$ cat src/rtl/timer_seq_ctrl.sv
// Single-beat AXI write master that programs one timer, services its interrupts and disables it.
// Optional WAIT_IRQ watchdog is built only when TMR_SEQ_WDOG_EN is defined.
module timer_seq_ctrl #(
    parameter logic [31:0] BASE_ADDR = 32'h0000_0000,
    parameter int          CNT_W     = 16
`ifdef TMR_SEQ_WDOG_EN
    ,
    parameter int          WDOG_MAX  = 65536
`endif
) (
    input  logic             ACLK,
    input  logic             ARESET,
    input  logic             start_i,
    input  logic             stop_i,
    input  logic [31:0]      period_i,
    input  logic [CNT_W-1:0] events_i,
    input  logic             irq_i,
    output logic             busy_o,
    output logic             done_o,
    output logic             err_o,
    output logic [CNT_W-1:0] evt_cnt_o,
    output logic [31:0]      M_AXI_AWADDR,
    output logic             M_AXI_AWVALID,
    input  logic             M_AXI_AWREADY,
    output logic [31:0]      M_AXI_WDATA,
    output logic [3:0]       M_AXI_WSTRB,
    output logic             M_AXI_WVALID,
    input  logic             M_AXI_WREADY,
    input  logic [1:0]       M_AXI_BRESP,
    input  logic             M_AXI_BVALID,
    output logic             M_AXI_BREADY
);

    typedef enum logic [2:0] {
        IDLE     = 3'd0,
        WR_VAL   = 3'd1,
        WR_EN    = 3'd2,
        WAIT_IRQ = 3'd3,
        WR_CLR   = 3'd4,
        WR_DIS   = 3'd5
    } state_t;

    localparam logic [CNT_W-1:0] CNT_MAX  = {CNT_W{1'b1}};
    localparam logic [CNT_W-1:0] CNT_ZERO = {CNT_W{1'b0}};

    function automatic logic is_wr_f(input state_t s);
        case (s)
            WR_VAL, WR_EN, WR_CLR, WR_DIS: is_wr_f = 1'b1;
            default:                       is_wr_f = 1'b0;
        endcase
    endfunction

    function automatic logic [31:0] wr_off_f(input state_t s);
        case (s)
            WR_VAL:  wr_off_f = 32'h0000_0008;
            default: wr_off_f = 32'h0000_0000;
        endcase
    endfunction

    function automatic logic [31:0] wr_data_f(input state_t s, input logic [31:0] period);
        case (s)
            WR_VAL:  wr_data_f = period;
            WR_EN:   wr_data_f = 32'h0000_0003;
            WR_CLR:  wr_data_f = 32'h0000_0007;
            default: wr_data_f = 32'h0000_0000;
        endcase
    endfunction

    state_t           state_r;
    state_t           nxt_state_s;
    logic             awvalid_r;
    logic             wvalid_r;
    logic             bready_r;
    logic             aw_done_r;
    logic             w_done_r;
    logic             b_done_r;
    logic [31:0]      awaddr_r;
    logic [31:0]      wdata_r;
    logic [CNT_W-1:0] events_r;
    logic [CNT_W-1:0] evt_cnt_r;
    logic             stop_pend_r;
    logic             busy_r;
    logic             done_r;
    logic             err_r;
    logic             aw_ok_s;
    logic             w_ok_s;
    logic             b_ok_s;
    logic             wr_fin_s;
    logic             stop_any_s;
    logic             tgt_hit_s;
    logic             enter_wr_s;
    logic             wdog_hit_s;

`ifdef TMR_SEQ_WDOG_EN
    logic [31:0]      wdog_cnt_r;
`endif

    assign busy_o        = busy_r;
    assign done_o        = done_r;
    assign err_o         = err_r;
    assign evt_cnt_o     = evt_cnt_r;
    assign M_AXI_AWADDR  = awaddr_r;
    assign M_AXI_AWVALID = awvalid_r;
    assign M_AXI_WDATA   = wdata_r;
    assign M_AXI_WSTRB   = 4'hF;
    assign M_AXI_WVALID  = wvalid_r;
    assign M_AXI_BREADY  = bready_r;

    // Write completion: each channel counts as done once its handshake has happened or is happening now.
    always_comb begin
        aw_ok_s    = aw_done_r | (awvalid_r & M_AXI_AWREADY);
        w_ok_s     = w_done_r  | (wvalid_r  & M_AXI_WREADY);
        b_ok_s     = b_done_r  | (bready_r  & M_AXI_BVALID);
        wr_fin_s   = is_wr_f(state_r) & aw_ok_s & w_ok_s & b_ok_s;
        stop_any_s = stop_pend_r | stop_i;
        tgt_hit_s  = (events_r != CNT_ZERO) && (evt_cnt_r == events_r);
`ifdef TMR_SEQ_WDOG_EN
        wdog_hit_s = (state_r == WAIT_IRQ) && (wdog_cnt_r == 32'(WDOG_MAX)) && !stop_i && !irq_i;
`else
        wdog_hit_s = 1'b0;
`endif
    end

    // Next-state selection for the sequencer.
    always_comb begin
        nxt_state_s = state_r;
        case (state_r)
            IDLE: begin
                if (start_i) nxt_state_s = WR_VAL;
                else         nxt_state_s = IDLE;
            end
            WR_VAL: begin
                if (wr_fin_s) nxt_state_s = stop_any_s ? WR_DIS : WR_EN;
                else          nxt_state_s = WR_VAL;
            end
            WR_EN: begin
                if (wr_fin_s) nxt_state_s = stop_any_s ? WR_DIS : WAIT_IRQ;
                else          nxt_state_s = WR_EN;
            end
            WAIT_IRQ: begin
                if (stop_i)          nxt_state_s = WR_DIS;
                else if (irq_i)      nxt_state_s = WR_CLR;
                else if (wdog_hit_s) nxt_state_s = WR_DIS;
                else                 nxt_state_s = WAIT_IRQ;
            end
            WR_CLR: begin
                if (wr_fin_s) nxt_state_s = (stop_any_s || tgt_hit_s) ? WR_DIS : WAIT_IRQ;
                else          nxt_state_s = WR_CLR;
            end
            WR_DIS: begin
                if (wr_fin_s) nxt_state_s = IDLE;
                else          nxt_state_s = WR_DIS;
            end
            default: nxt_state_s = IDLE;
        endcase
        enter_wr_s = (nxt_state_s != state_r) && is_wr_f(nxt_state_s);
    end

    // Sequencer state, AXI channel control and status registers.
    always_ff @(posedge ACLK or posedge ARESET) begin
        if (ARESET) begin
            state_r     <= IDLE;
            awvalid_r   <= 1'b0;
            wvalid_r    <= 1'b0;
            bready_r    <= 1'b0;
            aw_done_r   <= 1'b0;
            w_done_r    <= 1'b0;
            b_done_r    <= 1'b0;
            awaddr_r    <= 32'h0000_0000;
            wdata_r     <= 32'h0000_0000;
            events_r    <= CNT_ZERO;
            evt_cnt_r   <= CNT_ZERO;
            stop_pend_r <= 1'b0;
            busy_r      <= 1'b0;
            done_r      <= 1'b0;
            err_r       <= 1'b0;
`ifdef TMR_SEQ_WDOG_EN
            wdog_cnt_r  <= 32'd0;
`endif
        end else begin
            state_r <= nxt_state_s;
            done_r  <= 1'b0;

            if (awvalid_r && M_AXI_AWREADY) begin
                awvalid_r <= 1'b0;
                aw_done_r <= 1'b1;
            end
            if (wvalid_r && M_AXI_WREADY) begin
                wvalid_r <= 1'b0;
                w_done_r <= 1'b1;
            end
            if (bready_r && M_AXI_BVALID) begin
                bready_r <= 1'b0;
                b_done_r <= 1'b1;
                if (M_AXI_BRESP != 2'b00) err_r <= 1'b1;
            end

            // A fresh write overrides the completion flags of the one just finished.
            if (enter_wr_s) begin
                awvalid_r <= 1'b1;
                wvalid_r  <= 1'b1;
                bready_r  <= 1'b1;
                aw_done_r <= 1'b0;
                w_done_r  <= 1'b0;
                b_done_r  <= 1'b0;
                awaddr_r  <= BASE_ADDR + wr_off_f(nxt_state_s);
                wdata_r   <= wr_data_f(nxt_state_s, period_i);
            end

            if (is_wr_f(state_r) && stop_i) stop_pend_r <= 1'b1;

            case (state_r)
                IDLE: begin
                    if (start_i) begin
                        events_r    <= events_i;
                        evt_cnt_r   <= CNT_ZERO;
                        err_r       <= 1'b0;
                        busy_r      <= 1'b1;
                        stop_pend_r <= 1'b0;
                    end
                end
                WAIT_IRQ: begin
                    if ((nxt_state_s == WR_CLR) && (evt_cnt_r != CNT_MAX))
                        evt_cnt_r <= evt_cnt_r + CNT_W'(1);
                end
                WR_DIS: begin
                    if (wr_fin_s) begin
                        done_r      <= 1'b1;
                        busy_r      <= 1'b0;
                        stop_pend_r <= 1'b0;
                    end
                end
                default: ;
            endcase

`ifdef TMR_SEQ_WDOG_EN
            if (state_r != WAIT_IRQ) wdog_cnt_r <= 32'd0;
            else                     wdog_cnt_r <= wdog_cnt_r + 32'd1;
            if (wdog_hit_s) err_r <= 1'b1;
`endif
        end
    end

endmodule

$ cat config.mk
export PLATFORM = sky130hd
export DESIGN_NAME = timer_seq_ctrl
export DESIGN_NICKNAME = d
export VERILOG_FILES = /design/src/rtl/timer_seq_ctrl.sv
export SDC_FILE = /design/constraint.sdc
export NUM_CORES = 1
export LEC_CHECK = 0
export BUFFER_PORTS_ARGS = -buffer_cell sky130_fd_sc_hd__buf_2
export CAP_MARGIN = 0
export CORE_MARGIN = 3
export CORE_UTILIZATION = 55
export CTS_BUF_LIST = sky130_fd_sc_hd__clkbuf_2
export CTS_CLUSTER_SIZE = 10
export DETAILED_ROUTE_END_ITERATION = 12
export PLACE_DENSITY = 0.89
export RECOVER_POWER = 25
export SYNTH_ARGS = -nofsm -noshare
export SYNTH_HDL_FRONTEND = slang
export SYNTH_SLANG_ARGS = --single-unit
$ cat constraint.sdc
create_clock -name ACLK -period 6.79 [get_ports ACLK]
set_input_delay 0.679 -clock ACLK [delete_from_list [all_inputs] [get_ports ACLK]]
set_output_delay 0.679 -clock ACLK [all_outputs]
set_load 0.02 [all_outputs]
Word-level counts from Yosys, hierarchy flattened

Cells that the tools add are included.

Word-level logic and storage cells: 105
Bits of input ports: 58
Flip-flop bits (word level): 109
Output and inout port bits: 90

Add/subtract/negate cells: 1
Reduce and logical (&&, ||, !) cells: 21
Mux-type cells: 43
Equal/unequal tests: 15
Bitwise operators: 10

Operators with widths:

| cell                                                                   | count |
|---|---|
| 32-bit one-hot mux with 3 select lines                                 | 1 |
| 16-bit two-way mux                                                     | 2 |
| 16-bit one-hot mux with 2 select lines                                 | 1 |
| 3-bit two-way mux                                                      | 9 |
| 1-bit two-way mux                                                      | 26 |
| 3-bit one-hot mux with 6 select lines                                  | 1 |
| 16-bit by 1-bit adder with 16-bit output (second input constant)       | 1 |
| 16-bit equality test                                                   | 1 |
| 16-bit != test (second input constant)                                 | 1 |
| 16-bit nonzero test                                                    | 1 |
| 3-bit equality test (second input constant)                            | 4 |
| 2-bit nonzero test                                                     | 6 |
| 3-bit by 2-bit equality test with 1-bit output (second input constant) | 3 |
| 4-bit OR reduction                                                     | 2 |
| 1-bit logical AND                                                      | 7 |
| 1-bit AND                                                              | 6 |
| 3-bit by 1-bit equality test with 1-bit output (second input constant) | 2 |
| 2-bit != test (second input constant)                                  | 3 |
| 3-bit AND reduction                                                    | 2 |
| 4-bit two-way mux                                                      | 1 |
| 1-bit bitwise OR                                                       | 4 |
| 1-bit one-hot mux with 2 select lines                                  | 2 |
| 3-bit logical NOT                                                      | 1 |
| 3-bit != test                                                          | 1 |
| 2 further kinds                                                        | 2 |

Logic depth before layout (Yosys ltp)

Depth in word-level cells: 13
Gate-level depth with buffers: 10
Gate-level depth less buffers: 7

Worst setup path after synthesis

Ideal clock, no wire load.

Kind: reg2reg
From: reg evt_cnt_r[2] (netlist: evt_cnt_o[2])
To: reg evt_cnt_r[9] (netlist: evt_cnt_o[9])
Slack: 4.372 ns
Path buffers: 1
Stages on the path, launching flop included: 9
Data required time: 6.671 ns
Arrival time: 2.300 ns
Path through: dfrtp_1 clkbuf_2 nand4_2 or4_4 or4_4 nor2b_4 and4_4 xnor2_1 nor2_1

Longest elaborated chain between the ends: 10

RTL lines:

| what                                  | line | RTL |
|---|---|---|
| start, declared                       | 80   | `logic [CNT_W-1:0] evt_cnt_r;` |
| start signal, assigned                | 224  | `evt_cnt_r <= evt_cnt_r + CNT_W'(1);` |
| 16-bit equality test                  | 116  | `tgt_hit_s = (events_r != CNT_ZERO) && (evt_cnt_r == events_r);` |
| 1-bit logical AND                     | 116  |  |
| 1-bit logical OR                      | 147  | `if (wr_fin_s) nxt_state_s = (stop_any_s \|\| tgt_hit_s) ? WR_DIS : WAIT_IRQ;` |
| 3-bit two-way mux (2 in a row)        | 147  |  |
| 3-bit one-hot mux with 6 select lines | 127  | `case (state_r)` |
| 3-bit equality test                   | 223  | `if ((nxt_state_s == WR_CLR) && (evt_cnt_r != CNT_MAX))` |
| 1-bit logical AND                     | 223  |  |
| 2-bit != test (no line)               | n/a  |  |
| 3-bit AND reduction (no line)         | n/a  |  |

Parallel ways exist; a longest one is shown, timed or not. The select of a mux whose other input is x is not followed.
A chain may end at the register's enable or synchronous reset.

==> impl_metrics.csv <==
group,metric,value,unit
drt,routed_wl,8.99,mm
synth,synth_edf_count,0,
finish,drive_gt1_frac,0.274,
finish,design_area,0.00445,mm^2
global_route,grt_pass1_wl,14.8,mm
global_route,antenna_found_initial,2,
finish,register_area,0.00195,mm^2
floorplan,start_util,0.589,
global_route,grt_pass1_vias,2988,
worst_hold_path,min_to,"M_AXI_AWVALID",
worst_setup_path,r2r_end,"M_AXI_BREADY",
timing,max_freq,0.257,GHz
run,drv_cap,1,
synth,synthFlopType,"dfrtp_1",
power,p_sw,0.717,mW
cts,cts_max_level,3,
synth,synth-seq-area-share,0.504,
placement,port_buffers,112,
drt,remaining_drc_errors,0,
synth,synth.avg_cell_area,9.85,um^2
global_route,grt_usage,0.225,
power,p_per_area,379,mW/mm^2
drt,num_vias,3132,
synth,yosysWarnings,0,
placement,dpl.cell_count,581,
drt,drtIter0Drc,231,
finish,stdcell_count,597,
timing,finalSetupViolCount,0,
global_route,grt_max_degree,79,
synth,synth_cell_types,47,
worst_hold_path,worstHoldPathType,"in2reg",
synth,synth_area_leaders,"dfrtp_1, buf_4, a22o_1",
timing,relSlewSlack,-1.66,
worst_setup_path,crit_arrival,3.65,ns
synth,synth_top_area_frac,0.504,
floorplan,core-area,0.00657,mm^2
synth,syn_inst,393,
worst_setup_path,startpoint_type,"input port",
placement,dp.final_hpwl,6.52,mm
power,irDropWorstVdd,0.242,mV
synth,synthMuxAreaShare,0.00517,
worst_hold_path,min_path_cells,2,
timing,skew,0.0275,ns
finish,final_nets,558,
cts,cts_hold_buf,0,
timing,fin_setup_tns,0,ns
synth,synth_most_common_cell,"dfrtp_1",
cts,path_clk_slew,0.23,ns
timing,worst_slew_pin_slew,4.00,ns
power,switching_share,0.425,
synth,synth_top_area_cell,"dfrtp_1",
finish,fillerInstances,562,
global_route,grt_overflow_total,0,
worst_setup_path,rr_worst_depth,7,
cts,cts_tree,"done",
drt,wl_per_cell,15.1,um
timing,rsz0062_at_grt,"false",
power,power_frac_comb,0.404,
worst_setup_path,r2r_start,"M_AXI_BREADY",
worst_setup_path,rrSetupSlack,3.75,ns
synth,ys_top_cells_by_count,"dfrtp_1, nand2_1, buf_4",
synth,synthSimpleGateAreaFrac,0.190,
worst_hold_path,worstHoldStart,"M_AXI_AWREADY",
power,seq_power_share,0.443,
cts,clock_latency,0.52,ns
worst_setup_path,crit_start,"ARESET",
floorplan,rows,29,
finish,area_growth,14.9,%
power,clkPwrFrac,0.153,
drt,via_per_inst,5.25,
timing,drv_slew,79,
worst_setup_path,cp-end-kind,"asynchronous set/reset pin",
synth,synth_compound_area_frac,0.128,
power,leakage,2.43,nW
worst_setup_path,critPathMaxFanout,78,
synth,synth_top_family_by_area,"simple AND/OR/NAND/NOR gates",
synth,synth-async-reset-ratio,1.00,
placement,gp_congestion,0.885,
floorplan,pin_count,148,
drt,drt_pass1_iterations,7,
cts,clock_sinks,78,
power,p_int,0.971,mW
placement,dpl_cell_area,0.00433,mm^2
drt,ant_nets,0,
cts,ctsResizeCount,0,
synth,synth-seq-cells,78,
timing,worst_hold_slack,0.308,ns
cts,post_cts.repair.setup_buffers,0,
worst_setup_path,cp.required,6.54,ns
timing,hold_viol,0,
floorplan,die_w,89.9,um
synth,synthAdderAreaFrac,0.00323,
cts,cts_buffer_depth,2,
timing,fin_crit_sh,0.573,
timing,period_needed,3.89,ns
outcome,outcome,"complete, but fails checks",
synth,synthesis.area,0.00387,mm^2
cts,cts_root_buffer,"clkbuf_2",
synth,synth_xor_area_frac,0.0634,
cts,numCtsBuffers,9,
worst_setup_path,critical_path_class,"in2async",
floorplan,dieArea,0.00808,mm^2
outcome,violations,"max-capacitance violations, max-slew violations",
finish,multi_input_area,0.00164,mm^2
finish,antenna-diode-count,0,
floorplan,die_height,89.9,um
power by group through the flow:
stage          sequential, mW  clock, mW  combinational, mW
2_1_floorplan           0.828          0              0.419
3_3_place_gp            0.748          0              0.664
3_5_place_dp            0.749          0              0.687
4_1_cts                 0.745      0.264              0.685
5_1_grt                 0.772      0.282              0.748
6_report                0.747      0.259              0.682
how the worst max path moves through the flow:
stage | endpoint | slack, ns | cells past startpoint
2_1_floorplan | M_AXI_AWADDR[3] | 4.12 | 1
3_3_place_gp | M_AXI_AWVALID | 3.55 | 8
3_5_place_dp | M_AXI_BREADY | 3.44 | 8
4_1_cts | M_AXI_BREADY | 3.77 | 7
5_1_grt | events_r[13] | 1.99 | 3
6_report | events_r[1] | 2.90 | 3
stage by stage:
| step | power [mW] | util | worst slack, ns |
|---|---|---|---|
| 2_1_floorplan | 1.25 | - | 4.12 |
| 3_3_place_gp | 1.41 | 0.660 | 3.55 |
| 3_5_place_dp | 1.44 | 0.660 | 3.44 |
| 4_1_cts | 1.69 | 0.678 | 3.77 |
| 5_1_grt | 1.80 | 0.677 | 1.99 |
| 6_report | 1.69 | 0.677 | 2.90 |
cells by family after synthesis:
logic type / after synthesis
AND/OR/NAND/NOR: 152
flip-flops: 78
AO/OA/AOI/OAI: 65
buffers and inverters: 65
XOR/XNOR: 28
other: 2
multiplexers: 2
adder cells (fa/ha/maj): 1
layout by cell type (no fill, tap or decap), types with 3 or more instances in the layout:
cell,synthesis,routed
xor2_1,21,21
and2_1,4,3
nor4_1,11,11
dfrtp_1,78,78
conb_1,2,35
nand2_1,63,63
o41ai_1,3,3
inv_1,14,14
nand3_1,13,13
nor3_1,5,5
xnor2_1,7,7
clkbuf_2,1,9
a2bb2oi_1,3,3
nand4_1,4,4
buf_2,2,112
a21oi_1,5,5
a22o_1,29,29
nor2_1,29,29
nor2b_1,4,4
o21ai_0,11,11
nand2b_1,6,6
layout make-up:
cell class,count,area share
clock buffer,9,0.0101
clock inverter,7,0.0166
inverter,14,0.0118
multi-input combinational,283,0.370
sequential,78,0.439
tap,93,0.0262
timing repair buffer,113,0.127
per-layer routing:
metal	up-vias	wire length, um	part of all wire	GRT usage
met5	-	21	0.0023	0
met4	4	150	0.017	0.0855
li1	1492	-	-	-
met2	121	4280	0.48	0.358
met1	1500	3950	0.44	0.304
met3	15	592	0.066	0.0492
critical path, cell delays in order:
cell and delay, ns:
buf_2 0.09, inv_1 0.04, clkbuf_1 2.80
registers in the layout, indices dropped and copies added, names as in the netlist, 3 cells and up:
name,cells
events_r,16
evt_cnt_o,16
state_r,3
M_AXI_WDATA,32
Power figures use the tool's default switching activity.
